$ cat config.mk
export PLATFORM = sky130hd
export DESIGN_NAME = hex_scan_display
export DESIGN_NICKNAME = d
export VERILOG_FILES = /design/src/rtl/hex_disp_pkg.sv /design/src/rtl/hex_scan_display_seg7_lut.sv /design/src/rtl/hex_scan_display.sv
export SDC_FILE = /design/constraint.sdc
export NUM_CORES = 1
export LEC_CHECK = 0
export ABC_AREA = 0
export CAP_MARGIN = 5
export CORE_ASPECT_RATIO = 1.2
export CORE_MARGIN = 5
export CORE_UTILIZATION = 51
export DETAILED_ROUTE_END_ITERATION = 16
export PLACE_DENSITY_LB_ADDON = 0.08
export SLEW_MARGIN = 30
export SYNTH_ARGS = -nofsm -noshare
export SYNTH_HDL_FRONTEND = slang
export SYNTH_SLANG_ARGS = --single-unit
$ cat constraint.sdc
create_clock -name Clk -period 2.3 [get_ports Clk]
set_input_delay 0.575 -clock Clk [delete_from_list [all_inputs] [get_ports Clk]]
set_output_delay 0.575 -clock Clk [all_outputs]
set_load 0.02 [all_outputs]
$ cat src/rtl/hex_disp_pkg.sv
// Shared types and constants for the multiplexed hex seven-segment driver.
// Segment vectors are ordered a..g with a at index 0. They are active-low,
// so a 0 lights a segment.
package hex_disp_pkg;

    typedef logic [0:6] seg_t;

    localparam seg_t SEG_BLANK = 7'b1111111;
    localparam seg_t SEG_DASH  = 7'b1111110;

    localparam seg_t SEG_HEX_0 = 7'b0000001;
    localparam seg_t SEG_HEX_1 = 7'b1001111;
    localparam seg_t SEG_HEX_2 = 7'b0010010;
    localparam seg_t SEG_HEX_3 = 7'b0000110;
    localparam seg_t SEG_HEX_4 = 7'b1001100;
    localparam seg_t SEG_HEX_5 = 7'b0100100;
    localparam seg_t SEG_HEX_6 = 7'b0100000;
    localparam seg_t SEG_HEX_7 = 7'b0001111;
    localparam seg_t SEG_HEX_8 = 7'b0000000;
    localparam seg_t SEG_HEX_9 = 7'b0000100;
    localparam seg_t SEG_HEX_A = 7'b0001000;
    localparam seg_t SEG_HEX_B = 7'b1100000;
    localparam seg_t SEG_HEX_C = 7'b0110001;
    localparam seg_t SEG_HEX_D = 7'b1000010;
    localparam seg_t SEG_HEX_E = 7'b0110000;
    localparam seg_t SEG_HEX_F = 7'b0111000;

    // Load path: a captured value either waits for the frame boundary or does not.
    typedef enum logic {
        LD_IDLE    = 1'b0,
        LD_PENDING = 1'b1
    } load_state_t;

    // Blink phase: during PHASE_OFF the whole display is dark.
    typedef enum logic {
        PHASE_ON  = 1'b0,
        PHASE_OFF = 1'b1
    } blink_phase_t;

endpackage

$ cat src/rtl/hex_scan_display_seg7_lut.sv
// Hex nibble to active-low seven-segment glyph lookup. Purely combinational.
module seg7_lut
    import hex_disp_pkg::*;
(
    input  logic [3:0] nibble,
    output seg_t       seg
);

    // Glyph table for 0-F.
    always_comb begin
        seg = SEG_BLANK;
        case (nibble)
            4'h0: seg = SEG_HEX_0;
            4'h1: seg = SEG_HEX_1;
            4'h2: seg = SEG_HEX_2;
            4'h3: seg = SEG_HEX_3;
            4'h4: seg = SEG_HEX_4;
            4'h5: seg = SEG_HEX_5;
            4'h6: seg = SEG_HEX_6;
            4'h7: seg = SEG_HEX_7;
            4'h8: seg = SEG_HEX_8;
            4'h9: seg = SEG_HEX_9;
            4'hA: seg = SEG_HEX_A;
            4'hB: seg = SEG_HEX_B;
            4'hC: seg = SEG_HEX_C;
            4'hD: seg = SEG_HEX_D;
            4'hE: seg = SEG_HEX_E;
            4'hF: seg = SEG_HEX_F;
            default: seg = SEG_BLANK;
        endcase
    end

endmodule

$ cat src/rtl/hex_scan_display.sv
// Time-multiplexed driver for a bank of common-anode seven-segment digits.
// It scans one digit per SCAN_DIV clocks and supports leading-zero blanking,
// per-digit dash override, whole-display blink and frame-synchronous loads.
module hex_scan_display
    import hex_disp_pkg::*;
#(
    parameter int unsigned DIGITS       = 4,
    parameter int unsigned SCAN_DIV     = 50000,
    parameter int unsigned BLINK_FRAMES = 64,
    parameter int unsigned FRAME_SYNC   = 1
) (
    input  logic                  Clk,
    input  logic                  Reset,
    input  logic [4*DIGITS-1:0]   Value,
    input  logic                  Load,
    input  logic                  BlankLZ,
    input  logic [DIGITS-1:0]     DashMask,
    input  logic                  Blink,
    output logic [0:6]            Seg,
    output logic [DIGITS-1:0]     DigitSel,
    output logic                  Pending
);

    localparam int unsigned IW = (DIGITS > 1)       ? $clog2(DIGITS)       : 1;
    localparam int unsigned PW = (SCAN_DIV > 1)     ? $clog2(SCAN_DIV)     : 1;
    localparam int unsigned FW = (BLINK_FRAMES > 1) ? $clog2(BLINK_FRAMES) : 1;

    localparam logic [IW-1:0] IDX_LAST = IW'(DIGITS - 1);
    localparam logic [PW-1:0] PRE_LAST = PW'(SCAN_DIV - 1);
    localparam logic [FW-1:0] FRM_LAST = FW'(BLINK_FRAMES - 1);
    localparam logic          SYNC     = (FRAME_SYNC != 0);

    logic [PW-1:0]         presc;
    logic [IW-1:0]         idx;
    logic [FW-1:0]         frm_cnt;
    blink_phase_t          phase;

    logic [4*DIGITS-1:0]   shadow;
    logic [4*DIGITS-1:0]   shadow_nx;
    logic [4*DIGITS-1:0]   pend_val;
    logic [4*DIGITS-1:0]   pend_val_nx;
    load_state_t           ld_state;
    load_state_t           ld_state_nx;

    logic                  tick;
    logic                  frame_end;

    logic [3:0]            nib;
    seg_t                  glyph;
    logic [DIGITS-1:0]     lz_blank;
    logic                  upper_zero;
    logic                  disp_on;
    seg_t                  seg_nx;
    logic [DIGITS-1:0]     sel_nx;

    assign tick      = (presc == PRE_LAST);
    assign frame_end = tick && (idx == IDX_LAST);

    // Scan timing: prescaler and digit index that wraps at the last digit.
    always_ff @(posedge Clk or posedge Reset) begin
        if (Reset) begin
            presc <= '0;
            idx   <= '0;
        end else if (tick) begin
            presc <= '0;
            idx   <= (idx == IDX_LAST) ? '0 : idx + 1'b1;
        end else begin
            presc <= presc + 1'b1;
        end
    end

    // Blink: count frames while enabled and toggle the phase every BLINK_FRAMES frames.
    always_ff @(posedge Clk or posedge Reset) begin
        if (Reset) begin
            frm_cnt <= '0;
            phase   <= PHASE_ON;
        end else if (!Blink) begin
            frm_cnt <= '0;
            phase   <= PHASE_ON;
        end else if (frame_end) begin
            if (frm_cnt == FRM_LAST) begin
                frm_cnt <= '0;
                phase   <= (phase == PHASE_ON) ? PHASE_OFF : PHASE_ON;
            end else begin
                frm_cnt <= frm_cnt + 1'b1;
            end
        end
    end

    // Load path state: shadow (displayed) value, pending value and pending state.
    always_ff @(posedge Clk or posedge Reset) begin
        if (Reset) begin
            ld_state <= LD_IDLE;
            shadow   <= '0;
            pend_val <= '0;
        end else begin
            ld_state <= ld_state_nx;
            shadow   <= shadow_nx;
            pend_val <= pend_val_nx;
        end
    end

    // Load path next state. A Load on the boundary cycle bypasses the pending
    // register so it is not held back by a whole extra frame.
    always_comb begin
        ld_state_nx = ld_state;
        shadow_nx   = shadow;
        pend_val_nx = pend_val;
        if (!SYNC) begin
            ld_state_nx = LD_IDLE;
            if (Load) begin
                shadow_nx = Value;
            end
        end else if (Load && frame_end) begin
            shadow_nx   = Value;
            ld_state_nx = LD_IDLE;
        end else if (Load) begin
            pend_val_nx = Value;
            ld_state_nx = LD_PENDING;
        end else if (frame_end && (ld_state == LD_PENDING)) begin
            shadow_nx   = pend_val;
            ld_state_nx = LD_IDLE;
        end
    end

    assign Pending = (ld_state == LD_PENDING);

    // Leading-zero blanking flags, walking from the most significant digit down.
    always_comb begin
        upper_zero = 1'b1;
        lz_blank   = '0;
        for (int unsigned k = 0; k < DIGITS; k++) begin
            int unsigned j;
            j          = DIGITS - 1 - k;
            upper_zero = upper_zero && (shadow[4*j +: 4] == 4'h0);
            lz_blank[j] = BlankLZ && upper_zero && (j != 0);
        end
    end

    assign nib = shadow[{idx, 2'b00} +: 4];

    seg7_lut u_lut (
        .nibble (nib),
        .seg    (glyph)
    );

    // Output selection: blink gate first, then dash > blank > glyph for the indexed digit.
    always_comb begin
        disp_on = (phase == PHASE_ON) || !Blink;
        seg_nx  = SEG_BLANK;
        sel_nx  = '1;
        if (disp_on) begin
            for (int unsigned k = 0; k < DIGITS; k++) begin
                sel_nx[k] = (IW'(k) != idx);
            end
            if (DashMask[idx]) begin
                seg_nx = SEG_DASH;
            end else if (lz_blank[idx]) begin
                seg_nx = SEG_BLANK;
            end else begin
                seg_nx = glyph;
            end
        end
    end

    // Registered segment and digit-select pins.
    always_ff @(posedge Clk or posedge Reset) begin
        if (Reset) begin
            Seg      <= SEG_BLANK;
            DigitSel <= '1;
        end else begin
            Seg      <= seg_nx;
            DigitSel <= sel_nx;
        end
    end

endmodule

==> impl_metrics.json <==
{
  "max_cap_violations": 0,
  "syn-cell-area_um2": 3650,
  "whs_ps": 460,
  "drt_iter0_markers": 130,
  "dpl_worst_slack_ps": -95.9,
  "ys_seq_area_share_pct": 47.7,
  "grt_overflow_total": 0,
  "initial_core_util_pct": 52.9,
  "synth_ff_type": "dfrtp_1",
  "layout_common_cells": "dfrtp_1, clkdlybuf4s50_1, buf_4",
  "slowest_stage": "or4_4",
  "die_x_um": 87.2,
  "antenna_found_initial": 0,
  "arrival_ps": 2530,
  "startpoint": "presc[5]$_DFF_PP0_",
  "async_flop_share_pct": 100,
  "nets": 407,
  "synth_top_area_share_pct": 39.8,
  "crit_family": "simple AND/OR/NAND/NOR gates",
  "syn_to_final_growth_pct": 24.2,
  "whs_endpoint": "presc[0]$_DFF_PP0_",
  "grt_use_total_pct": 19.0,
  "insertedDiodeCount": 0,
  "worstSetupEndpointType": "flip-flop",
  "ioPinCount": 37,
  "synth-edff-count": 0,
  "grt_max_degree": 33,
  "cp-start-kind": "flip-flop",
  "htreeDepth": 3,
  "rr_startpoint": "presc[5]$_DFF_PP0_",
  "drc": 0,
  "antenna_left": 0,
  "yosysWarnings": 0,
  "period_share_pct": 100,
  "ys_ff_latch": 69,
  "clk_path_buf_depth": 2,
  "post_route_cells_drive_above_1_share_pct": 26.9,
  "synth_cell_types": 51,
  "worst_slack_ps": -10.3,
  "tightestPinTransition_ps": 546,
  "portBuffers": 36,
  "gp_congestion": 0.768,
  "critPathBufInv": 1,
  "skew_ps": 10.1,
  "numCtsBuffers": 9,
  "slew_headroom_pct": 63.6,
  "r2r_slack_ps": -10,
  "vias": 2619,
  "worst_hold_path_type": "reg -> reg",
  "die_area_um2": 8950,
  "viasPerCell": 5.67,
  "fp.dieH_um": 103,
  "dpl_cell_area_um2": 4270,
  "grt_first_pass_wirelength_um": 13100,
  "r2r_cells": 5,
  "finalInstanceArea_um2": 4530,
  "critPathRequiredTime_ps": 2520,
  "cts_hold_buf": 0,
  "critPathMaxStageDelay_ps": 580,
  "status": "finished with violations",
  "drv_slew": 0,
  "rows": 33,
  "crit_chain": "or4b_4 > or4_4 > o21ai_4 > buf_12 > mux2_2",
  "worstHoldStart": "presc[0]$_DFF_PP0_",
  "cts.root.buffer_cell": "clkbuf_8",
  "cp_max_fo": 16,
  "core_um2": 6900,
  "drt_wl_total_um": 7880,
  "hold_depth": 1,
  "p_per_area_nw_per_um2": 609,
  "ctsResizeCount": 0,
  "violations": "setup timing",
  "yosysTopAreaCell": "dfrtp_1",
  "p_leak_nw": 1.96,
  "layout_min_cycle_time_ps": 2310,
  "r2r_end": "pend_val[15]$_DFFE_PP0P_",
  "wl_per_cell_um": 17.0,
  "cts_tree": "yes",
  "dpl.hpwl_um": 5620,
  "clock-sinks": 69,
  "synth_cells": 315,
  "synth_area_leaders": "dfrtp_1, dfstp_2, ha_1",
  "final_common_cell": "dfrtp_1",
  "grt_pass1_vias": 2654,
  "syn-num-nets": 352,
  "hold_violations": 0,
  "clock_latency_ps": 340,
  "setup_viol": 5,
  "max_freq_mhz": 433,
  "syn_area_per_cell_um2": 11.6,
  "critPathKind": "reg -> reg",
  "rsz0062_at_grt": "yes",
  "cts_setup_buffers": 0,
  "clk_pin_slew_ps": 80,
  "vdd_ir_drop_max_v": 0.000451,
  "drt_pass1_iterations": 4
}
worst register-to-register path, stage by stage (launching register included):
cell	delay, ps
dfrtp_1	390
or4b_4	540
or4_4	580
o21ai_4	160
buf_12	180
mux2_2	350
layer usage:
| metal | share of wire, % | routed length [µm] | GRT usage [%] | vias up |
|---|---|---|---|---|
| li1 | - | - | - | 1258 |
| met1 | 41 | 3270 | 23.0 | 1299 |
| met2 | 52 | 4120 | 32.7 | 46 |
| met3 | 3.8 | 299 | 3.68 | 16 |
| met4 | 2.3 | 182 | 8.50 | 0 |
| met5 | 0 | 0 | 0 | - |
stage by stage:
stage	cells	util [%]	TNS [ps]	total power, mW
detailed placement	446	61.9	-358	1.56
CTS	462	65.5	-57.1	2.78
floorplan	315	-	-1670	1.45
global placement	446	61.9	-227	1.56
global route	462	65.7	-847	2.86
finish	462	65.7	-25.1	2.76
cell type report:
cell class	count	area, µm²
fillers	548	2370
multi-input cells	213	1770
flip-flops and latches	69	1740
repair buffers	62	606
clock buffers	10	138
clock inverters	6	110
well taps	87	109
inverters	15	56.3
report_power, final:
group          leakage [nW]  internal, mW  total [mW]  switching, mW
clock network         0.119         0.748        1.21          0.467
registers             0.857          1.26        1.29         0.0274
logic                 0.987         0.143       0.250          0.107
total                  1.96          2.15        2.76          0.601
flip-flops by register name (all words and copies together), names as in the netlist:
register and flops:
pend_val 16, presc 16, shadow 16, Seg 7, frm_cnt 6, DigitSel 4, idx 2, Pending 1
phase 1
worst max-delay path by stage:
stage | end | slack (ps) | cells past startpoint
floorplan | pend_val[0]$_DFFE_PP0P_ | -130 | 6
global placement | Seg[2]$_DFF_PP1_ | -70 | 4
detailed placement | Seg[4]$_DFF_PP1_ | -100 | 4
CTS | pend_val[14]$_DFFE_PP0P_ | -20 | 5
global route | pend_val[10]$_DFFE_PP0P_ | -70 | 5
finish | pend_val[15]$_DFFE_PP0P_ | -10 | 5
cells in the mapped netlist, types with 3 or more instances:
library cell,n
inv_1,15
a211oi_1,3
nand4_1,6
o211ai_1,4
mux2_4,10
a21oi_1,15
o21ai_0,6
xor2_1,9
and2_1,3
or2_2,3
dfstp_2,11
clkbuf_1,13
o2bb2ai_2,10
mux4_2,6
nor2_1,19
nand2_1,21
o221a_2,4
nand3_1,11
nor3_1,3
dfrtp_1,58
o2bb2ai_1,3
a31oi_1,6
or4_1,3
and3_1,3
mux2i_1,7
and3b_1,12
mux2_2,6
nand2b_1,4
ha_1,12
cells by family after synthesis:
kind of cell	count (synthesis)	synth area share [%]
compound gates	60	13.7
xor+xnor	11	2.64
fa+ha+maj	12	4.12
buf+inv	33	4.32
flops	69	47.7
mux	29	11.6
simple gates	101	15.9
(Power assumes the default switching activity.)
